## src/rtl/alu_unit_pkg.sv

```systemverilog
// ============================================================================
// Module : alu_unit_pkg
// Brief  : Shared widths, opcode encodings and queue depth for the ALU unit.
// Rev    : 1.0  initial release
// ============================================================================
`default_nettype none

package alu_unit_pkg;

    localparam int ALU_OP_WIDTH  = 4;
    localparam int ALU_XLEN      = 32;
    localparam int ALU_ID_W      = 4;
    localparam int ALU_RES_DEPTH = 2;

    // Encodings 14 and 15 are unassigned and produce a zero result.
    typedef enum logic [ALU_OP_WIDTH-1:0] {
        ALU_ADD  = 4'd0,
        ALU_SUB  = 4'd1,
        ALU_AND  = 4'd2,
        ALU_OR   = 4'd3,
        ALU_XOR  = 4'd4,
        ALU_SHL  = 4'd5,
        ALU_SHR  = 4'd6,
        ALU_SHRA = 4'd7,
        ALU_EQ   = 4'd8,
        ALU_NEQ  = 4'd9,
        ALU_LT   = 4'd10,
        ALU_LTU  = 4'd11,
        ALU_GE   = 4'd12,
        ALU_GEU  = 4'd13
    } alu_op_e;

endpackage

`default_nettype wire

```

## src/rtl/alu_unit_if.sv

```systemverilog
// ============================================================================
// Module : alu_unit_if
// Brief  : RS->ALU issue bus plus ALU broadcast/CDB grant signals.
// Rev    : 1.0  initial release
// ============================================================================
`default_nettype none

interface alu_unit_if
    import alu_unit_pkg::*;
#(
    parameter int XLEN = ALU_XLEN,
    parameter int ID_W = ALU_ID_W
);

    logic                    rs_ready;
    logic [ALU_OP_WIDTH-1:0] rs_op;
    logic [XLEN-1:0]         rs_val1;
    logic [XLEN-1:0]         rs_val2;
    logic [ID_W-1:0]         rs_id;
    logic                    cdb_grant;
    logic                    alu_busy;
    logic                    alu_ready;
    logic [XLEN-1:0]         alu_res;
    logic [ID_W-1:0]         alu_id;
    logic                    alu_overflow;

    // Master is the RS/CDB side; slave is the ALU unit.
    modport master (
        output rs_ready, rs_op, rs_val1, rs_val2, rs_id, cdb_grant,
        input  alu_busy, alu_ready, alu_res, alu_id, alu_overflow
    );

    modport slave (
        input  rs_ready, rs_op, rs_val1, rs_val2, rs_id, cdb_grant,
        output alu_busy, alu_ready, alu_res, alu_id, alu_overflow
    );

endinterface

`default_nettype wire

```

## src/rtl/alu_unit_core.sv

```systemverilog
// ============================================================================
// Module : alu_core
// Brief  : Pure combinational ALU datapath, (op, a, b) -> res.
// Rev    : 1.0  initial release
// ============================================================================
`default_nettype none

module alu_core
    import alu_unit_pkg::*;
#(
    parameter int XLEN = ALU_XLEN
) (
    input  wire logic [ALU_OP_WIDTH-1:0] i_op,
    input  wire logic [XLEN-1:0]         i_a,
    input  wire logic [XLEN-1:0]         i_b,
    output logic      [XLEN-1:0]         o_res
);

    localparam int c_SHW = $clog2(XLEN);

    logic [c_SHW-1:0] w_shamt;
    assign w_shamt = i_b[c_SHW-1:0];

    always_comb begin
        o_res = '0;
        case (i_op)
            ALU_ADD:  o_res = i_a + i_b;
            ALU_SUB:  o_res = i_a - i_b;
            ALU_AND:  o_res = i_a & i_b;
            ALU_OR:   o_res = i_a | i_b;
            ALU_XOR:  o_res = i_a ^ i_b;
            ALU_SHL:  o_res = i_a << w_shamt;
            ALU_SHR:  o_res = i_a >> w_shamt;
            ALU_SHRA: o_res = $signed(i_a) >>> w_shamt;
            ALU_EQ:   o_res = {{(XLEN-1){1'b0}}, i_a == i_b};
            ALU_NEQ:  o_res = {{(XLEN-1){1'b0}}, i_a != i_b};
            ALU_LT:   o_res = {{(XLEN-1){1'b0}}, $signed(i_a) <  $signed(i_b)};
            ALU_LTU:  o_res = {{(XLEN-1){1'b0}}, i_a <  i_b};
            ALU_GE:   o_res = {{(XLEN-1){1'b0}}, $signed(i_a) >= $signed(i_b)};
            ALU_GEU:  o_res = {{(XLEN-1){1'b0}}, i_a >= i_b};
            default:  o_res = '0;
        endcase
    end

endmodule

`default_nettype wire

```

## src/rtl/alu_unit.sv

```systemverilog
// ============================================================================
// Module : alu_unit
// Brief  : ALU execution unit: computes issued ops into a small FIFO result
//          queue drained under CDB grant, with backpressure and overflow flag.
// Rev    : 1.0  initial release
// ============================================================================
`default_nettype none

module alu_unit
    import alu_unit_pkg::*;
#(
    parameter int RES_DEPTH = ALU_RES_DEPTH,
    parameter int XLEN      = ALU_XLEN,
    parameter int ID_W      = ALU_ID_W
) (
    input wire logic  clk,
    input wire logic  rst,
    input wire logic  flush,
    alu_unit_if.slave bus
);

    localparam int c_PTR_W = (RES_DEPTH > 1) ? $clog2(RES_DEPTH) : 1;
    localparam int c_CNT_W = $clog2(RES_DEPTH + 1);
    localparam logic [c_CNT_W-1:0] c_FULL = c_CNT_W'(RES_DEPTH);

    logic [XLEN-1:0]    r_res [RES_DEPTH];
    logic [ID_W-1:0]    r_id  [RES_DEPTH];
    logic [c_PTR_W-1:0] r_rd_ptr;
    logic [c_PTR_W-1:0] r_wr_ptr;
    logic [c_CNT_W-1:0] r_count;
    logic               r_busy;
    logic               r_overflow;

    logic [XLEN-1:0]    w_core_res;
    logic               w_empty;
    logic               w_full;
    logic               w_pop;
    logic               w_push;
    logic [c_CNT_W-1:0] w_count_nxt;

    alu_core #(
        .XLEN (XLEN)
    ) u_core (
        .i_op  (bus.rs_op),
        .i_a   (bus.rs_val1),
        .i_b   (bus.rs_val2),
        .o_res (w_core_res)
    );

    assign w_empty = (r_count == '0);
    assign w_full  = (r_count == c_FULL);
    assign w_pop   = !w_empty && bus.cdb_grant;
    // A pop in the same cycle frees the slot, so a full queue still accepts.
    assign w_push  = bus.rs_ready && (!w_full || w_pop);

    always_comb begin
        w_count_nxt = r_count;
        case ({w_push, w_pop})
            2'b10:   w_count_nxt = r_count + 1'b1;
            2'b01:   w_count_nxt = r_count - 1'b1;
            default: w_count_nxt = r_count;
        endcase
    end

    always_ff @(posedge clk) begin
        if (rst || flush) begin
            r_count  <= '0;
            r_rd_ptr <= '0;
            r_wr_ptr <= '0;
            r_busy   <= 1'b0;
        end else begin
            r_count <= w_count_nxt;
            r_busy  <= (w_count_nxt == c_FULL);
            if (w_push) begin
                r_wr_ptr <= r_wr_ptr + 1'b1;
            end
            if (w_pop) begin
                r_rd_ptr <= r_rd_ptr + 1'b1;
            end
        end
    end

    // Overflow survives a flush; only a full reset clears it.
    always_ff @(posedge clk) begin
        if (rst) begin
            r_overflow <= 1'b0;
        end else if (!flush && bus.rs_ready && w_full && !w_pop) begin
            r_overflow <= 1'b1;
        end
    end

    // Storage needs no reset: entries are only observed while counted valid.
    always_ff @(posedge clk) begin
        if (!rst && !flush && w_push) begin
            r_res[r_wr_ptr] <= w_core_res;
            r_id[r_wr_ptr]  <= bus.rs_id;
        end
    end

    assign bus.alu_ready    = !w_empty;
    assign bus.alu_busy     = r_busy;
    assign bus.alu_overflow = r_overflow;
    assign bus.alu_res      = w_empty ? '0 : r_res[r_rd_ptr];
    assign bus.alu_id       = w_empty ? '0 : r_id[r_rd_ptr];

endmodule

`default_nettype wire

```

## src/flat_wrapper.sv

```systemverilog
// flat-port wrapper written by rule: the top's interface ports become plain ports
module alu_unit_flat import alu_unit_pkg::*;
#(
    parameter int RES_DEPTH = ALU_RES_DEPTH,
    parameter int XLEN      = ALU_XLEN,
    parameter int ID_W      = ALU_ID_W
)
  (clk, rst, flush, bus_rs_ready, bus_rs_op, bus_rs_val1, bus_rs_val2, bus_rs_id, bus_cdb_grant, bus_alu_busy, bus_alu_ready, bus_alu_res, bus_alu_id, bus_alu_overflow);
  alu_unit_if #(.XLEN(XLEN), .ID_W(ID_W)) bus_i ();
  input wire logic clk;
  input wire logic rst;
  input wire logic flush;
  input wire logic [$bits(bus_i.rs_ready)-1:0] bus_rs_ready;
  input wire logic [$bits(bus_i.rs_op)-1:0] bus_rs_op;
  input wire logic [$bits(bus_i.rs_val1)-1:0] bus_rs_val1;
  input wire logic [$bits(bus_i.rs_val2)-1:0] bus_rs_val2;
  input wire logic [$bits(bus_i.rs_id)-1:0] bus_rs_id;
  input wire logic [$bits(bus_i.cdb_grant)-1:0] bus_cdb_grant;
  output wire logic [$bits(bus_i.alu_busy)-1:0] bus_alu_busy;
  output wire logic [$bits(bus_i.alu_ready)-1:0] bus_alu_ready;
  output wire logic [$bits(bus_i.alu_res)-1:0] bus_alu_res;
  output wire logic [$bits(bus_i.alu_id)-1:0] bus_alu_id;
  output wire logic [$bits(bus_i.alu_overflow)-1:0] bus_alu_overflow;
  assign bus_i.rs_ready = bus_rs_ready;
  assign bus_i.rs_op = bus_rs_op;
  assign bus_i.rs_val1 = bus_rs_val1;
  assign bus_i.rs_val2 = bus_rs_val2;
  assign bus_i.rs_id = bus_rs_id;
  assign bus_i.cdb_grant = bus_cdb_grant;
  assign bus_alu_busy = bus_i.alu_busy;
  assign bus_alu_ready = bus_i.alu_ready;
  assign bus_alu_res = bus_i.alu_res;
  assign bus_alu_id = bus_i.alu_id;
  assign bus_alu_overflow = bus_i.alu_overflow;
  alu_unit #(.RES_DEPTH(RES_DEPTH), .XLEN(XLEN), .ID_W(ID_W)) u_core (.clk(clk), .rst(rst), .flush(flush), .bus(bus_i));
endmodule
```

## config.mk

```make
export PLATFORM = sky130hd
export DESIGN_NAME = alu_unit_flat
export DESIGN_NICKNAME = d
export VERILOG_FILES = /design/src/rtl/alu_unit_pkg.sv /design/src/rtl/alu_unit_if.sv /design/src/rtl/alu_unit_core.sv /design/src/rtl/alu_unit.sv /design/src/flat_wrapper.sv
export SDC_FILE = /design/constraint.sdc
export NUM_CORES = 1
export LEC_CHECK = 0
export BUFFER_PORTS_ARGS = -buffer_cell sky130_fd_sc_hd__buf_4
export CAP_MARGIN = 10
export CORE_MARGIN = 2
export CORE_UTILIZATION = 59
export DETAILED_ROUTE_END_ITERATION = 7
export PLACE_DENSITY = 0.87
export SLEW_MARGIN = 40
export SYNTH_ARGS = -nofsm -noshare
export SYNTH_HDL_FRONTEND = slang
export SYNTH_SLANG_ARGS = --single-unit
export TNS_END_PERCENT = 1
```

## constraint.sdc

```tcl
create_clock -name clk -period 6.55 [get_ports clk]
set_input_delay 0.3275 -clock clk [delete_from_list [all_inputs] [get_ports clk]]
set_output_delay 0.3275 -clock clk [all_outputs]
set_load 0.005 [all_outputs]
```

==> flow_metrics.py, run 1 <==
metrics = {
    "pwr": {
        "ir_drop_mv": 0.184,
        "power_switching_uw": 797,
        "netSwitchingFraction": 0.396,
        "p_leak_nw": 5.10,
        "internal_power_mw": 1.22,
        "seq_power_share": 0.288,
        "pwr-share-clk": 0.271,
        "combPwrFrac": 0.441,
        "power_mw": 2.02,
        "powerDensity_nw_per_um2": 158,
    },
    "grt": {
        "grt_use_met2": 0.686,
        "grt_max_degree": 76,
        "grt_pass1_vias": 11000,
        "grt_pass1_wl_mm": 68.1,
        "grt-ovfl-total": 0,
        "grt_use_total": 0.444,
        "grt.busiest_layer": "met2",
        "gr-usage-met3": 0.0760,
        "grt_antenna_before_repair": 2,
        "use_met1": 0.614,
    },
    "worst_setup_path": {
        "cp-start-kind": "input pin",
        "crit_required_ns": 6.63,
        "cp_slowest_cell": "clkinv_1",
        "critPathBufInv": 2,
        "critPathTopFamily": "compound AO/OA/AOI/OAI gates",
        "crit_chain": "buf_4 -> clkinv_1 -> ha_1 -> nand4_1 -> a2111oi_2 -> o311ai_1 -> and2_1 -> o31ai_1 -> a21oi_1 -> a221oi_1 -> a21oi_1",
        "worst-setup-path-type": "input pin to register",
        "arrival_ns": 4.50,
        "slowest_delay_ns": 0.69,
        "crit_fanout": 51,
        "end_kind": "register",
        "worst_path_most_repeated_cell": "a21oi_1",
    },
    "min_path": {
        "hold_class": "input pin to register",
    },
    "route": {
        "routed-via-count": 12400,
        "drc": 0,
        "finalWirelength_mm": 46.3,
        "drt_iter0_drc": 1944,
        "antenna_left": 0,
        "wl_per_cell_um": 26.8,
        "via_per_inst": 7.17,
        "firstDrtPassIters": 6,
    },
    "cts": {
        "ctsHtreeMaxLevel": 3,
        "insertion_delay_ns": 0.34,
        "cts.sinks": 79,
        "clk_pin_slew_ns": 0.07,
        "cts_resized": 0,
        "ctsLongestPathBuffers": 2,
        "cts_buffers": 9,
        "cts_tree": "done",
        "root_buffer": "clkbuf_16",
        "holdBufCountCts": 0,
        "cts_setup_buffers": 0,
    },
    "logic_synthesis": {
        "synth_warnings": 0,
        "synth-xor-area-share": 0.0213,
        "synth_cell_type_count": 75,
        "syn_area_sq_um": 11500,
        "synthCells": 1419,
        "syn_area_per_cell_sq_um": 8.13,
        "synth_compound_area_frac": 0.248,
        "synth_area_leaders": "edfxtp_1 19%, ha_1 11%, mux4_2 9.2%",
        "yosys.area.top_type": "edfxtp_1",
        "synthAdderAreaFrac": 0.111,
        "ys_ff_latch": 79,
        "synth_simple_gate_area_frac": 0.170,
        "ys_seq_area_frac": 0.200,
        "synth-edff-count": 72,
        "async_flop_share": 0,
        "synth_top_family_by_area": "compound AO/OA/AOI/OAI gates",
        "synth_top_area_frac": 0.188,
        "synth_mux_area_frac": 0.179,
        "synth_nets": 1597,
        "ys.flop_type": "edfxtp_1",
    },
    "timing": {
        "holdWs_ns": 0.168,
        "clock.fmax_mhz": 226,
        "finalSetupTns_ns": 0,
        "maxSlewHeadroom": 0.431,
        "setup_violations": 0,
        "drv_slew": 0,
        "grt_setup_unrepaired": "false",
        "worst_pin_slew_ns": 0.849,
        "fin_crit_ns": 4.42,
        "finClkSkew_ns": 0.00988,
        "fin_crit_sh": 0.675,
        "finalHoldViolations": 0,
    },
    "placed_design": {
        "dp_hpwl_mm": 35.4,
        "globalplace.congestion": 1.03,
        "portBuffers": 115,
        "dpl_cell_area_sq_um": 12400,
    },
    "layout": {
        "final_cell_mix": "188 x nor2_1, 129 x buf_4, 124 x a21oi_1, 112 x o21ai_0, 100 x inv_1",
        "antennaDiodeCount": 0,
        "areaGrowthSynthToFinish_pct": 10.7,
        "drive_above_1_share": 0.150,
        "layout.nets": 1635,
        "design_area_sq_um": 12800,
        "final_common_cell": "nor2_1",
    },
    "floorplanning": {
        "coreArea_sq_um": 19300,
        "dieWidth_um": 144,
        "fp.dieArea_sq_um": 20700,
        "rows": 51,
        "start_util": 0.596,
        "die-height_um": 144,
        "pin_count": 116,
    },
    "flow_run": {
        "maxCapViolCount": 0,
    },
    "outcome": {
        "status": "complete, no violations",
    },
}
[sequential cells by signal, summed over array words and instances (netlist names), named ones only]
register	cells
u_core.r_res	64
u_core.r_count	2
u_core.r_id	8
u_core.r_rd_ptr	1
u_core.r_wr_ptr	1
u_core.bus.alu_busy	1
u_core.bus.alu_overflow	1
[routing by layer]
metal	wire length, um	part of all wire
met1	17300	0.37
met2	20300	0.44
met3	6070	0.13
met4	2520	0.055
met5	27	0.00058
[final timing paths]
path / start / endpoint / slack (ns) / depth (start not counted)
worst max register to register: u_core.r_count[0]$_SDFF_PP0_ / u_core.bus.alu_busy$_SDFF_PP0_ / 4.48 / 9
worst min register to register: u_core.bus.alu_overflow$_SDFFE_PP0P_ / u_core.bus.alu_overflow$_SDFFE_PP0P_ / 0.49 / 2
worst min-delay path: bus_rs_id[0] / u_core.r_id[1][0]$_DFFE_PP_ / 0.17 / 1
worst max-delay path: bus_rs_val2[4] / u_core.r_res[0][31]$_DFFE_PP_ / 2.13 / 11
[logic make-up (layout without fill, tap and decap cells)]
group,Yosys count,after routing
mux,135,135
xor+xnor,28,28
flops,79,79
fa+ha+maj,101,101
compound gates,444,444
buf+inv,207,250
simple gates,425,425
[layout make-up]
cell class / instances / area (sq um)
Fill cell: 1664 / 6570
Tap cell: 265 / 332
Multi-Input combinational cell: 1133 / 8430
Timing Repair Buffer: 130 / 980
Sequential cell: 79 / 2310
Inverter: 104 / 390
Clock inverter: 6 / 78.8
Clock buffer: 10 / 250
[per-stage QoR]
stage	std cells	utilization	worst slack (ns)
after detailed placement	1711	0.643	2.03
after floorplan	1419	-	1.59
after CTS	1727	0.660	2.36
final	1727	0.660	2.13
after global placement	1711	0.643	2.14
after global routing	1727	0.660	1.91
[power by group through the flow]
stage | Combinational, mW | Sequential, mW | Clock [mW]
global route | 0.938 | 0.580 | 0.567
detailed placement | 0.845 | 0.590 | 0
global placement | 0.836 | 0.589 | 0
finish | 0.889 | 0.579 | 0.547
floorplan | 0.550 | 0.587 | 0
CTS | 0.851 | 0.579 | 0.547
[cell usage after synthesis, types with 15 or more instances]
cell type  number
ha_1           99
buf_1          17
edfxtp_1       72
xnor2_1        25
a211oi_1       17
nand2_1        79
a21oi_1       124
or3_1          27
inv_1         100
mux2i_1        76
clkbuf_1       68
nand3_1        25
nor3_1         33
nor2_1        189
o211ai_1       30
mux4_2         47
o21ai_0       112
a22oi_1        15
No activity file was read; power rests on OpenSTA's default activity.
==> run 2: changes to the inputs <==
clock period = 4.57 ns   (was 6.55 ns; I/O delays follow)
==> run 2 against run 1 <==
- die area is the same
- clock skew decreased by 0.0013 ns
- cell count up 0.75%
- first-iteration DRC count rose by 7.0%
- global-route usage barely moved
- sequential share of layout area decreased by 0.12 points
- critical path depth unchanged
- critical path type unchanged
- highest routed layer unchanged
==> flow_metrics.py, run 2 (synthesized netlist as in run 1, its figures left out) <==
metrics = {
    "pwr": {
        "internal_power_mw": 1.67,
        "seq_power_share": 0.292,
        "power_mw": 2.84,
        "p_leak_nw": 5.16,
        "combPwrFrac": 0.458,
        "netSwitchingFraction": 0.411,
        "ir_drop_mv": 0.151,
        "pwr-share-clk": 0.251,
        "powerDensity_nw_per_um2": 221,
        "power_switching_mw": 1.17,
    },
    "cts": {
        "cts_buffers": 9,
        "ctsHtreeMaxLevel": 3,
        "insertion_delay_ns": 0.35,
        "holdBufCountCts": 0,
        "root_buffer": "clkbuf_16",
        "cts.sinks": 79,
        "cts_tree": "done",
        "cts_setup_buffers": 0,
        "ctsLongestPathBuffers": 2,
        "clk_pin_slew_ns": 0.07,
        "cts_resized": 0,
    },
    "layout": {
        "final.fill_count": 1630,
        "top_register": "u_core.r_res",
        "fin_cells": 1740,
        "areaGrowthSynthToFinish_pct": 11.3,
        "final_common_cell": "nor2_1",
        "area.sequential_sq_um": 2300,
        "multi_input_area_sq_um": 8440,
        "layout.nets": 1648,
        "largest_register_ffs": 64,
        "drive_above_1_share": 0.157,
        "antennaDiodeCount": 0,
        "design_area_sq_um": 12800,
        "final_cell_mix": "188 x nor2_1, 143 x buf_4, 124 x a21oi_1, 112 x o21ai_0, 100 x inv_1",
        "reg_top3": "u_core.r_res: 64 flops, u_core.r_id: 8 flops, u_core.r_count: 2 flops",
    },
    "route": {
        "drt_iter0_drc": 2081,
        "routed-via-count": 12500,
        "via_per_inst": 7.16,
        "wl_per_cell_um": 26.8,
        "firstDrtPassIters": 7,
        "finalWirelength_mm": 46.7,
        "drc": 0,
        "antenna_left": 0,
    },
    "timing": {
        "grt_setup_unrepaired": "false",
        "finClkSkew_ns": 0.00855,
        "clock.fmax_mhz": 284,
        "finalSetupTns_ns": 0,
        "finalHoldViolations": 0,
        "fin_ws_ns": 1.05,
        "fin_crit_ns": 3.52,
        "maxSlewHeadroom": 0.397,
        "drv_slew": 0,
        "fin_crit_sh": 0.769,
        "worst_pin_slew_ns": 0.905,
        "setup_violations": 0,
    },
    "floorplanning": {
        "die-height_um": 144,
        "dieWidth_um": 144,
        "rows": 51,
        "pin_count": 116,
        "fp.dieArea_sq_um": 20700,
        "coreArea_sq_um": 19300,
        "start_util": 0.596,
    },
    "grt": {
        "use_met1": 0.585,
        "grt_pass1_vias": 11200,
        "grt_pass1_wl_mm": 68.4,
        "gr-usage-met3": 0.111,
        "grt.busiest_layer": "met2",
        "grt_use_met2": 0.680,
        "grt-ovfl-total": 0,
        "grt_max_degree": 69,
        "grt_antenna_before_repair": 3,
        "grt_use_total": 0.444,
    },
    "placed_design": {
        "globalplace.congestion": 1.07,
        "dp_cells": 1724,
        "pre_cts_slack_ns": 0.842,
        "portBuffers": 115,
        "dpl_cell_area_sq_um": 12500,
        "dp_hpwl_mm": 36.0,
    },
    "min_path": {
        "hold_class": "input pin to register",
    },
    "worst_setup_path": {
        "arrival_ns": 3.61,
        "cp-start-kind": "input pin",
        "worst-setup-path-type": "input pin to register",
        "crit_required_ns": 4.67,
        "crit_fanout": 47,
        "end_kind": "register",
    },
    "flow_run": {
        "maxCapViolCount": 0,
    },
    "outcome": {
        "status": "complete, no violations",
    },
}
-- run 2: layout make-up --
| cell class | count | share of cell area |
|---|---|---|
| inverters | 104 | 0.0304 |
| flip-flops and latches | 79 | 0.179 |
| multi-input cells | 1133 | 0.658 |
| repair buffers | 143 | 0.0836 |
| clock buffers | 9 | 0.0175 |
| well taps | 265 | 0.0258 |
| clock inverters | 7 | 0.00555 |
-- run 2: power groups by stage --
stage / sequential (mW) / clock, mW / combinational, mW
3_5_place_dp: 0.842 / 0 / 1.23
4_1_cts: 0.827 / 0.712 / 1.24
2_1_floorplan: 0.841 / 0 / 0.788
6_report: 0.827 / 0.711 / 1.30
3_3_place_gp: 0.841 / 0 / 1.22
5_1_grt: 0.828 / 0.747 / 1.36
-- run 2: worst paths after layout --
path | startpoint | end | slack, ns | cells past startpoint
max | bus_rs_val2[2] | u_core.r_res[0][23]$_DFFE_PP_ | 1.05 | 11
min | bus_rs_id[1] | u_core.r_id[0][1]$_DFFE_PP_ | 0.07 | 1
max reg2reg | u_core.r_count[0]$_SDFF_PP0_ | u_core.bus.alu_busy$_SDFF_PP0_ | 2.49 | 9
min reg2reg | u_core.bus.alu_overflow$_SDFFE_PP0P_ | u_core.bus.alu_overflow$_SDFFE_PP0P_ | 0.49 | 2
-- run 2: layer usage --
| metal | up-vias | share of wire |
|---|---|---|
| met5 | - | 0.00058 |
| met3 | 212 | 0.15 |
| met2 | 1163 | 0.43 |
| met4 | 4 | 0.064 |
| li1 | 5397 | - |
| met1 | 5690 | 0.36 |
-- run 2: critical path: stages --
cell and delay (ns):
buf_4 0.41, inv_2 0.10, ha_1 0.47, nand4_1 0.24
a2111oi_2 0.56, o311ai_1 0.21, and2_1 0.26, o31ai_1 0.43
mux2i_1 0.17, xnor2_1 0.15, o21ai_0 0.37
-- run 2: per-stage QoR --
step	util	hold slack (ns)
2_1_floorplan	-	0.327
3_5_place_dp	0.648	0.419
4_1_cts	0.664	0.0640
3_3_place_gp	0.648	0.414
5_1_grt	0.664	0.0568
6_report	0.664	0.0661
